===== config.mk =====
export PLATFORM = sky130hd
export DESIGN_NAME = uart_tx_arbiter
export DESIGN_NICKNAME = d
export VERILOG_FILES = /design/src/rtl/uart_tx_arbiter.sv
export SDC_FILE = /design/constraint.sdc
export NUM_CORES = 1
export LEC_CHECK = 0
export ABC_AREA = 0
export BUFFER_PORTS_ARGS = -buffer_cell sky130_fd_sc_hd__buf_2
export CAP_MARGIN = 20
export CORE_UTILIZATION = 35
export DETAILED_ROUTE_END_ITERATION = 10
export PLACE_DENSITY_LB_ADDON = 0.25
export SLEW_MARGIN = 15
export SYNTH_ARGS = -nofsm -noshare
export SYNTH_HDL_FRONTEND = slang
export SYNTH_SLANG_ARGS = --single-unit

===== constraint.sdc =====
create_clock -name clk -period 4 [get_ports clk]
set_input_delay 0.4 -clock clk [delete_from_list [all_inputs] [get_ports clk]]
set_output_delay 0.4 -clock clk [all_outputs]
set_load 0.005 [all_outputs]

===== src/rtl/uart_tx_arbiter.sv =====
// uart_tx_arbiter: round-robin share of one serial tx line (start, DATA_WIDTH bits LSB first, stop); UART_ARB_PARITY_EN adds even parity.
// Latency: byte accepted on the request cycle from IDLE, start bit on the next baud_tick; back-to-back frames have no idle bit.
// Backpressure: req_ready is a one-cycle strobe, only in IDLE or on the tick ending STOP; otherwise requesters hold.
module uart_tx_arbiter #(
  parameter int NUM_REQ = 4,
  parameter int DATA_WIDTH = 8,
  localparam int GRANT_W = $clog2(NUM_REQ)
) (
  input  logic                          clk,
  input  logic                          reset_n,
  input  logic                          baud_tick,
  input  logic [NUM_REQ-1:0]            req_valid,
  input  logic [NUM_REQ*DATA_WIDTH-1:0] req_data,
  output logic [NUM_REQ-1:0]            req_ready,
  output logic                          tx_out,
  output logic                          tx_busy,
  output logic [GRANT_W-1:0]            grant_id
);

  localparam int CNT_W = $clog2(DATA_WIDTH + 1);
  localparam logic [CNT_W-1:0] LAST_BIT = CNT_W'(DATA_WIDTH - 1);

`ifdef UART_ARB_PARITY_EN
  typedef enum logic [2:0] {S_IDLE, S_WAIT, S_START, S_DATA, S_PARITY, S_STOP} state_t;
`else
  typedef enum logic [2:0] {S_IDLE, S_WAIT, S_START, S_DATA, S_STOP} state_t;
`endif

  state_t                 state_q, state_d;
  logic [DATA_WIDTH-1:0]  shift_q, shift_d;
  logic [CNT_W-1:0]       cnt_q, cnt_d;
  logic [GRANT_W-1:0]     last_q, grant_q, pick, idx_g;
  logic [DATA_WIDTH-1:0]  pick_data;
  logic                   tx_q, tx_d;
  logic                   found, arb_en, accept;
`ifdef UART_ARB_PARITY_EN
  logic                   par_q, par_d;
`endif

  // Search starts one past the last grant so every requester gets a turn.
  always_comb begin
    found = 1'b0;
    pick  = last_q;
    idx_g = '0;
    for (int k = 1; k <= NUM_REQ; k++) begin
      idx_g = GRANT_W'((int'(last_q) + k) % NUM_REQ);
      if (!found && req_valid[idx_g]) begin
        found = 1'b1;
        pick  = idx_g;
      end
    end
  end

  always_comb begin
    pick_data = '0;
    for (int i = 0; i < NUM_REQ; i++) begin
      if (pick == GRANT_W'(i)) pick_data = req_data[i*DATA_WIDTH +: DATA_WIDTH];
    end
  end

  assign arb_en = (state_q == S_IDLE) || ((state_q == S_STOP) && baud_tick);
  assign accept = arb_en && found;

  always_comb begin
    req_ready = '0;
    if (accept) req_ready[pick] = 1'b1;
  end

  always_comb begin
    state_d = state_q;
    shift_d = shift_q;
    cnt_d   = cnt_q;
    tx_d    = 1'b1;
`ifdef UART_ARB_PARITY_EN
    par_d   = par_q;
`endif
    case (state_q)
      S_IDLE:  if (found) state_d = S_WAIT;
      S_WAIT:  if (baud_tick) state_d = S_START;
      S_START: begin
        if (baud_tick) begin
          state_d = S_DATA;
          cnt_d   = '0;
        end
      end
      S_DATA: begin
        if (baud_tick) begin
          shift_d = shift_q >> 1;
          cnt_d   = cnt_q + 1'b1;
          if (cnt_q == LAST_BIT) begin
`ifdef UART_ARB_PARITY_EN
            state_d = S_PARITY;
`else
            state_d = S_STOP;
`endif
          end
        end
      end
`ifdef UART_ARB_PARITY_EN
      S_PARITY: if (baud_tick) state_d = S_STOP;
`endif
      S_STOP: begin
        if (baud_tick) state_d = found ? S_START : S_IDLE;
      end
      default: state_d = S_IDLE;
    endcase

    if (accept) begin
      shift_d = pick_data;
`ifdef UART_ARB_PARITY_EN
      par_d   = ^pick_data;
`endif
    end

    // Line level is decoded from the next state so tx_out comes straight from a flop.
    case (state_d)
      S_START:  tx_d = 1'b0;
      S_DATA:   tx_d = shift_d[0];
`ifdef UART_ARB_PARITY_EN
      S_PARITY: tx_d = par_d;
`endif
      default:  tx_d = 1'b1;
    endcase
  end

  always_ff @(posedge clk or negedge reset_n) begin
    if (!reset_n) begin
      state_q <= S_IDLE;
      shift_q <= '0;
      cnt_q   <= '0;
      tx_q    <= 1'b1;
      grant_q <= '0;
      last_q  <= GRANT_W'(NUM_REQ - 1);
`ifdef UART_ARB_PARITY_EN
      par_q   <= 1'b0;
`endif
    end else begin
      state_q <= state_d;
      shift_q <= shift_d;
      cnt_q   <= cnt_d;
      tx_q    <= tx_d;
`ifdef UART_ARB_PARITY_EN
      par_q   <= par_d;
`endif
      if (accept) begin
        grant_q <= pick;
        last_q  <= pick;
      end
    end
  end

  assign tx_out   = tx_q;
  assign tx_busy  = (state_q != S_IDLE);
  assign grant_id = grant_q;

endmodule


==> After elaboration in Yosys (flattened, before gate mapping) <==
Cells that the tools add are included.
{ "totals": {"ff_bits": 20, "latchBits": 0, "ramBits": 0, "romBits": 0, "input_bits": 39, "wordCells": 86, "memories": 0} }
{ "op_classes": {"add_sub_neg": 5, "n_mul": 0, "div_mod_pow": 0, "order_cmp": 6, "n_eq_ne": 12, "n_shift": 0, "n_mux": 38, "bitwise": 0, "reduce_logical": 18} }
{ "op_table": {"columns": ["operator", "n"], "rows": [
  ["8-bit two-way mux", 7],
  ["3-bit two-way mux", 6],
  ["2-bit by 3-bit less-than comparator with 1-bit output (second input constant)", 5],
  ["3-bit case mux with 5 select lines", 1],
  ["3-bit by 2-bit == test with 1-bit output (second input constant)", 4],
  ["4-bit two-way mux", 3],
  ["2-bit two-way mux", 5],
  ["1-bit two-way mux", 9],
  ["1-bit binary-select mux with 2-bit select", 4],
  ["4-bit case mux with 2 select lines", 1],
  ["1-bit logical AND", 6],
  ["2-bit nonzero test", 3],
  ["2-bit by 1-bit adder with 2-bit output (second input constant)", 2],
  ["2-bit adder (second input constant)", 2],
  ["4-bit by 1-bit adder with 4-bit output (second input constant)", 1],
  ["2-bit == test (second input constant)", 2],
  ["4-bit by 3-bit == test with 1-bit output (second input constant)", 1],
  ["2-bit inequality test (second input constant)", 2],
  ["3-bit by 1-bit == test with 1-bit output (second input constant)", 1],
  ["3-bit == test (second input constant)", 1],
  ["1-bit logical NOT", 3],
  ["3-bit logical NOT", 1],
  ["3-bit AND reduction", 1],
  ["3-bit nonzero test", 1],
  ["other kinds (7)", 7]
]} }

==> Depth between registers and ports, before layout <==
Gate-level depths: netlist (run 1).
{ "depth": {"depth_word": 20, "ltp_mapped": 7, "depth_no_buf": 6} }

==> Worst setup path after synthesis (run 1) <==
Ideal clock, no wire load.
{ "synth_path": {"path_kind": "register to output", "start": "register last_q[0]", "end": "output port req_ready[1]", "arrival_time_ns": 1.438, "t_required_ns": 3.600, "setup_slack_ns": 2.162, "path_stages_with_launch": 7, "n_path_buf": 2, "cell_sequence": "dfstp_2 o21ai_0 a21oi_1 nor3_2 buf_6 buf_12 and2_1"} }
{ "synth_between": {"elab_chain_cells": 18} }
{ "synth_lines": {"columns": ["element", "line", "text"], "rows": [
  ["from (decl)", "32", "logic [GRANT_W-1:0] last_q, grant_q, pick, idx_g;"],
  ["from (signal assigned)", "133", "last_q <= GRANT_W'(NUM_REQ - 1);"],
  ["from (signal assigned)", "147", "last_q <= pick;"],
  ["2-bit by 1-bit adder with 2-bit output", "46", "idx_g = GRANT_W'((int'(last_q) + k) % NUM_REQ);"],
  ["1-bit binary-select mux with 2-bit select", "47", "if (!found && req_valid[idx_g]) begin"],
  ["1-bit two-way mux (implied by the code)", "47", null],
  ["1-bit two-way mux", "47", null],
  ["1-bit logical NOT", "47", null],
  ["1-bit logical AND", "47", null],
  ["1-bit two-way mux", "47", null],
  ["1-bit logical NOT", "47", null],
  ["(+2 left out)", null, null],
  ["1-bit logical NOT", "47", null],
  ["1-bit logical AND", "47", null],
  ["2-bit two-way mux", "47", null],
  ["2-bit by 3-bit less-than comparator with 1-bit output (implied by the code) / 2-bit by 1-bit greater-or-equal comparator with 1-bit output (equally long branches)", "66", "if (accept) req_ready[pick] = 1'b1;"],
  ["1-bit logical AND (implied by the code)", "66", null],
  ["1-bit two-way mux (implied by the code)", "66", null],
  ["1-bit demux with 2-bit select", "66", null],
  ["4-bit two-way mux *", "66", null],
  ["to (decl)", "14", "output logic [NUM_REQ-1:0] req_ready,"]
]} }
Every way passes the cells marked *; elsewhere a longest branch is shown, timed or not. The select of a mux whose other input is x is not followed.

==> Worst setup path in the final report (run 1) <==
{ "layout_path": {"start": "register state_q[0]", "end": "output port req_ready[1]"} }
{ "layout_between": {"elab_chain_cells": 5} }
{ "layout_lines": {"columns": ["element", "line", "text"], "rows": [
  ["from (decl)", "29", "state_t state_q, state_d;"],
  ["from (signal assigned)", "138", "state_q <= state_d;"],
  ["3-bit == test", "61", "assign arb_en = (state_q == S_IDLE) || ((state_q == S_STOP) && baud_tick);"],
  ["1-bit logical AND", "61", null],
  ["1-bit logical OR *", "61", null],
  ["1-bit logical AND *", "62", "assign accept = arb_en && found;"],
  ["4-bit two-way mux *", "66", null]
]} }
Every way passes the cells marked *; elsewhere a longest branch is shown, timed or not.

==> flow_summary.yaml, run 1 <==
finish:
  drive_gt1_frac: 0.3352
  fin_area_um2: 1639
  layout_commonest_cell: "buf_2"
  fin_cells: 225
  antenna_cells: 0
  multiInputGateArea_um2: 760.7
  final_cell_mix: "46 x buf_2, 22 x mux2i_1, 17 x dfrtp_1"
  nFillCells: 345
  seq_area_um2: 504.2
  area_growth_pct: 23.58
  nets: 220
global_routing:
  grt_antenna_before_repair: 0
  grt_pass1_wl_um: 5092
  grt.total_usage: 0.1578
  grt_max_degree: 21
  gr-total-overflow: 0
  grt_pass1_vias: 1116
floorplan:
  core-area_um2: 3468
  die_h_um: 63.56
  placement_rows: 21
  pin_count: 47
  die_w_um: 63.56
  die-area_um2: 4039
  start_util: 0.3824
clock_tree:
  clk_latency_ns: 0.26
  htree_levels: 1
  cts-resized-gates: 0
  cts_buffers: 3
  cts_setup_buffers: 0
  clk_pin_slew_worst_paths_ns: 0.08
  ctsHoldBuffers: 0
  cts_tree: "done"
  clock-sinks: 20
  clock_path_buffers: 2
  cts-root-buf: "clkbuf_8"
setup_path:
  arrival_ns: 2.26
  crit_fanout: 11
  r2r_end: "shift_q[0]"
  cp-start-kind: "register"
  r2r_slack_ns: 1.88
  r2r-start: "state_q[0]"
  crit_type: "register to primary output"
  reg2reg_depth: 5
  crit_path_end: "req_ready[1]"
  startpoint: "state_q[0]"
  cp.required_ns: 3.60
  endpoint_kind: "primary output"
synth:
  synth.distinct_cells: 41
  avgSynthCellArea_um2: 9.898
  seq_area_frac_synth: 0.3802
  netlist_area_um2: 1326
  ys_ff_latch: 20
  synth_nets: 174
  yosys_warnings: 0
  syn_inst: 134
placed_design:
  dp_cells: 221
  dp_hpwl_um: 2418
  gp_congestion: 0.8322
  dpl_cell_area_um2: 1568
  io_buffers: 46
  pre_cts_ws_ns: 1.601
power:
  ir_worst_vdd_v: 0.0002367
  leakage_nw: 0.8497
  p_per_area_nw_per_um2: 522.5
routing:
  wire_per_inst_um: 13.75
  routed_wl_um: 3093
  first_pass_iters: 4
  ant_nets: 0
  drc_errors: 0
  vias: 1183
  drtIter0Drc: 50
  viasPerCell: 5.258
sta:
  slew_headroom: 0.6154
  fmax_mhz: 376.3
  post-route-period-util: 0.6644
  finClkSkew_ns: 0.007674
  drv_slew: 0
  hold_viol: 0
  rsz0062_at_grt: "no"
  worst_slew_pin_slew_ns: 0.5769
  hold_slack_ns: 0.07204
  fin_ws_ns: 1.342
  setup_violations: 0
  tns_ns: 0
  fin_crit_ns: 2.658
hold_path:
  hold_path_class: "primary input to asynchronous set/reset pin"
outcome:
  status: "completed"
run:
  cap_violations: 0
worst min path at each step:
stage,startpoint,slack (ns),to,cells past startpoint
2_1_floorplan,reset_n,0.10,cnt_q[0],0
3_3_place_gp,reset_n,0.37,cnt_q[3],1
3_5_place_dp,reset_n,0.37,cnt_q[3],1
4_1_cts,reset_n,0.1,grant_id[1],1
5_1_grt,reset_n,0.11,shift_q[5],1
6_report,reset_n,0.07,grant_id[1],1
metal layers:
metal | track usage | vias up | part of all wire
met5 | 0 | - | 0
met4 | 0.03409 | 0 | 0.0048
met3 | 0.01630 | 2 | 0.031
met2 | 0.2646 | 25 | 0.49
met1 | 0.2171 | 557 | 0.47
li1 | - | 599 | -
registers in the layout, summed over array words and instances (netlist names):
register  count
tx_out        1
shift_q       8
last_q        2
state_q       3
cnt_q         4
grant_id      2
cell families (layout without fill, tap and decap cells):
group	after synthesis	count (layout)	synth area share
and+or+nand+nor	53	53	0.2076
AOI/OAI and AO/OA	29	29	0.1821
muxes	23	23	0.1745
DFF	20	20	0.3802
buffers and inverters	8	53	0.04623
adders and majority gates	1	1	0.009432
synthesized netlist by cell type:
cell,n,area share
mux2i_1,22,0.17
dfrtp_1,17,0.32
nor2_1,14,0.040
nand2_1,12,0.034
a222oi_1,6,0.045
nand3_1,6,0.023
a21oi_1,3,0.011
buf_2,3,0.011
dfstp_2,3,0.059
nand2b_1,3,0.014
nand3b_1,3,0.017
nor3_1,3,0.011
o21ai_0,3,0.011
o31ai_1,3,0.017
a22o_1,2,0.013
and3b_1,2,0.013
inv_1,2,0.0057
o21a_1,2,0.011
o32ai_1,2,0.013
or3_1,2,0.0094
a211o_1,1,0.0066
a21bo_2,1,0.0075
a21boi_0,1,0.0057
a21o_1,1,0.0057
a21oi_4,1,0.012
a22oi_2,1,0.0094
and2_1,1,0.0047
buf_12,1,0.015
buf_4,1,0.0057
buf_6,1,0.0085
ha_1,1,0.0094
mux2_1,1,0.0085
nand4b_1,1,0.0066
nor2b_1,1,0.0047
nor3_2,1,0.0075
nor4_1,1,0.0047
o211ai_1,1,0.0057
o31a_1,1,0.0066
or2_1,1,0.0047
or2_2,1,0.0047
or2b_4,1,0.0085
through the flow:
step | power, mW | utilization
2_1_floorplan | 0.5933 | -
3_3_place_gp | 0.6484 | 0.4520
3_5_place_dp | 0.6597 | 0.4520
4_1_cts | 0.8615 | 0.4726
5_1_grt | 0.9172 | 0.4726
6_report | 0.8564 | 0.4726
power breakdown:
group	switching (mW)	internal [mW]	total, mW
logic	0.165	0.161	0.326
clock network	0.0680	0.133	0.201
registers	0.0600	0.269	0.329
worst max-delay path, cell delays in order (launching register included):
cell and delay, ns:
dfrtp_1 0.48, nor2_1 0.26, nand3b_1 0.36, a21oi_1 0.59, and2_1 0.21, buf_2 0.11
layout make-up:
type,count,area share
Clock buffer,3,0.02519
Clock inverter,1,0.01832
Inverter,2,0.004580
Multi-Input combinational cell,106,0.4641
Sequential cell,20,0.3076
Tap cell,46,0.03511
Timing Repair Buffer,47,0.1450
Note: power is estimated with default switching activity, not from simulation.
==> run 2: changes to the inputs <==
Clock period 4 ns to 2.28 ns, I/O delays scaled along.
==> run 2 against run 1 <==
Effect of this change:
- via count is 2.5% higher
- clock skew is 0.0047 ns lower
- core utilization is 0.50 points higher
- worst hold slack better by 0.23 ns
- sequential cell count stayed put
- clock power is 20% higher
- sequential power is 75% higher
- setup slack worse by 1.2 ns
- power is 65% higher
- highest routed layer unchanged
==> flow_summary.yaml, run 2 (same netlist as run 1, synthesis figures left out) <==
floorplan:
  start_util: 0.3824
  die_h_um: 63.56
  die-area_um2: 4039
  core-area_um2: 3468
  placement_rows: 21
  pin_count: 47
  die_w_um: 63.56
power:
  p_clk_frac: 0.172
  ir_worst_vdd_v: 0.0003569
  finalPower_mw: 1.412
  switching_share: 0.3710
  leakage_nw: 0.8558
  power_switching_mw: 0.5236
  power_frac_seq: 0.409
  p_per_area_nw_per_um2: 852.1
  p_int_mw: 0.8879
  combPwrFrac: 0.420
setup_path:
  reg2reg_depth: 6
  critical-path-top-delay-family: "flip-flops"
  startpoint: "last_q[0]"
  r2r_end: "shift_q[5]"
  endpoint_kind: "primary output"
  crit_fanout: 18
  critPathBufInv: 2
  crit_slowest_cell: "dfstp_2"
  cp-start-kind: "register"
  cp_slowest_stage_delay_ns: 0.59
  arrival_ns: 1.90
  worstPathCellList: "o21ai_0 > a21oi_1 > nor3_2 > buf_4 > and2_1 > buf_2"
  cp.required_ns: 2.05
  r2r_slack_ns: 0.30
  r2r-start: "last_q[0]"
  crit_type: "register to primary output"
finish:
  area_growth_pct: 24.91
  largestRegisters: "shift_q x8, cnt_q x4, state_q x3"
  layout_commonest_cell: "buf_2"
  fin_cells: 229
  top_register: "shift_q"
  nets: 224
  largest_reg_flops: 8
  fin_area_um2: 1657
  antenna_cells: 0
  final_cell_mix: "46 x buf_2, 22 x mux2i_1, 17 x dfrtp_1"
  drive_gt1_frac: 0.3443
sta:
  finClkSkew_ns: 0.002970
  fin_ws_ns: 0.1540
  fmax_mhz: 470.4
  fin_crit_ns: 2.126
  drv_slew: 0
  worst_slew_pin_slew_ns: 0.5596
  rsz0062_at_grt: "no"
  hold_viol: 0
  post-route-period-util: 0.9324
  tns_ns: 0
  slew_headroom: 0.6235
  setup_violations: 0
global_routing:
  grt.total_usage: 0.1694
  grt_antenna_before_repair: 0
  gr-total-overflow: 0
  grt_max_degree: 21
  grt_pass1_wl_um: 5382
  grt_pass1_vias: 1184
routing:
  first_pass_iters: 4
  ant_nets: 0
  drc_errors: 0
  routed_wl_um: 3268
  viasPerCell: 5.297
  drtIter0Drc: 44
  wire_per_inst_um: 14.27
  vias: 1213
placed_design:
  dp_hpwl_um: 2537
  dpl_cell_area_um2: 1590
  pre_cts_ws_ns: 0.2765
  dp_cells: 224
  gp_congestion: 0.7836
  io_buffers: 46
clock_tree:
  cts_buffers: 3
  cts_setup_buffers: 0
  cts-root-buf: "clkbuf_8"
  clk_latency_ns: 0.26
  clock_path_buffers: 2
  clock-sinks: 20
  htree_levels: 1
  cts_tree: "done"
  clk_pin_slew_worst_paths_ns: 0.08
hold_path:
  worst_hold_path.endpoint: "state_q[1]"
  hold_path_class: "primary input to register"
  holdPathStages: 2
  min_from: "baud_tick"
run:
  cap_violations: 0
outcome:
  status: "completed"
-- run 2: how the worst max path moves through the flow --
stage	cells past startpoint	slack, ns	to
CTS	5	0.03	req_ready[1]
floorplan	7	0.54	shift_q[3]
finish	6	0.15	req_ready[1]
detailed placement	6	0.28	shift_q[5]
global route	5	0.02	req_ready[1]
global placement	6	0.39	shift_q[5]
-- run 2: cell type report --
class | count | area, µm²
fillers | 363 | 1812
multi-input cells | 106 | 772.0
flip-flops and latches | 20 | 504.2
repair buffers | 51 | 270.3
well taps | 46 | 57.56
clock buffers | 4 | 45.04
inverters | 2 | 7.507
-- run 2: stage by stage --
stage               hold slack (ns)  utilization
finish                       0.3048       0.4776
global route                 0.3207       0.4776
CTS                          0.3017       0.4744
detailed placement           0.2049       0.4585
global placement             0.2057       0.4585
floorplan                  -0.06759            -
-- run 2: power by group through the flow --
stage | combinational, mW | clock [mW] | sequential [mW]
6_report | 0.592 | 0.242 | 0.577
5_1_grt | 0.663 | 0.258 | 0.592
4_1_cts | 0.592 | 0.242 | 0.575
3_5_place_dp | 0.589 | 0 | 0.580
3_3_place_gp | 0.581 | 0 | 0.571
2_1_floorplan | 0.494 | 0 | 0.547
-- run 2: layer usage --
metal,vias to the layer above,part of all wire,GRT usage
met1,577,0.45,0.2221
met3,2,0.038,0.02174
met2,31,0.51,0.2872
met4,0,0.0046,0.05114
li1,603,-,-
met5,-,0,0
-- run 2: timing repair --
item	in CTS	in global routing
endpoints found under the hold margin	17	0
hold buffers	1	0
endpoints found under the setup margin	0	1
gates resized for setup	0	2
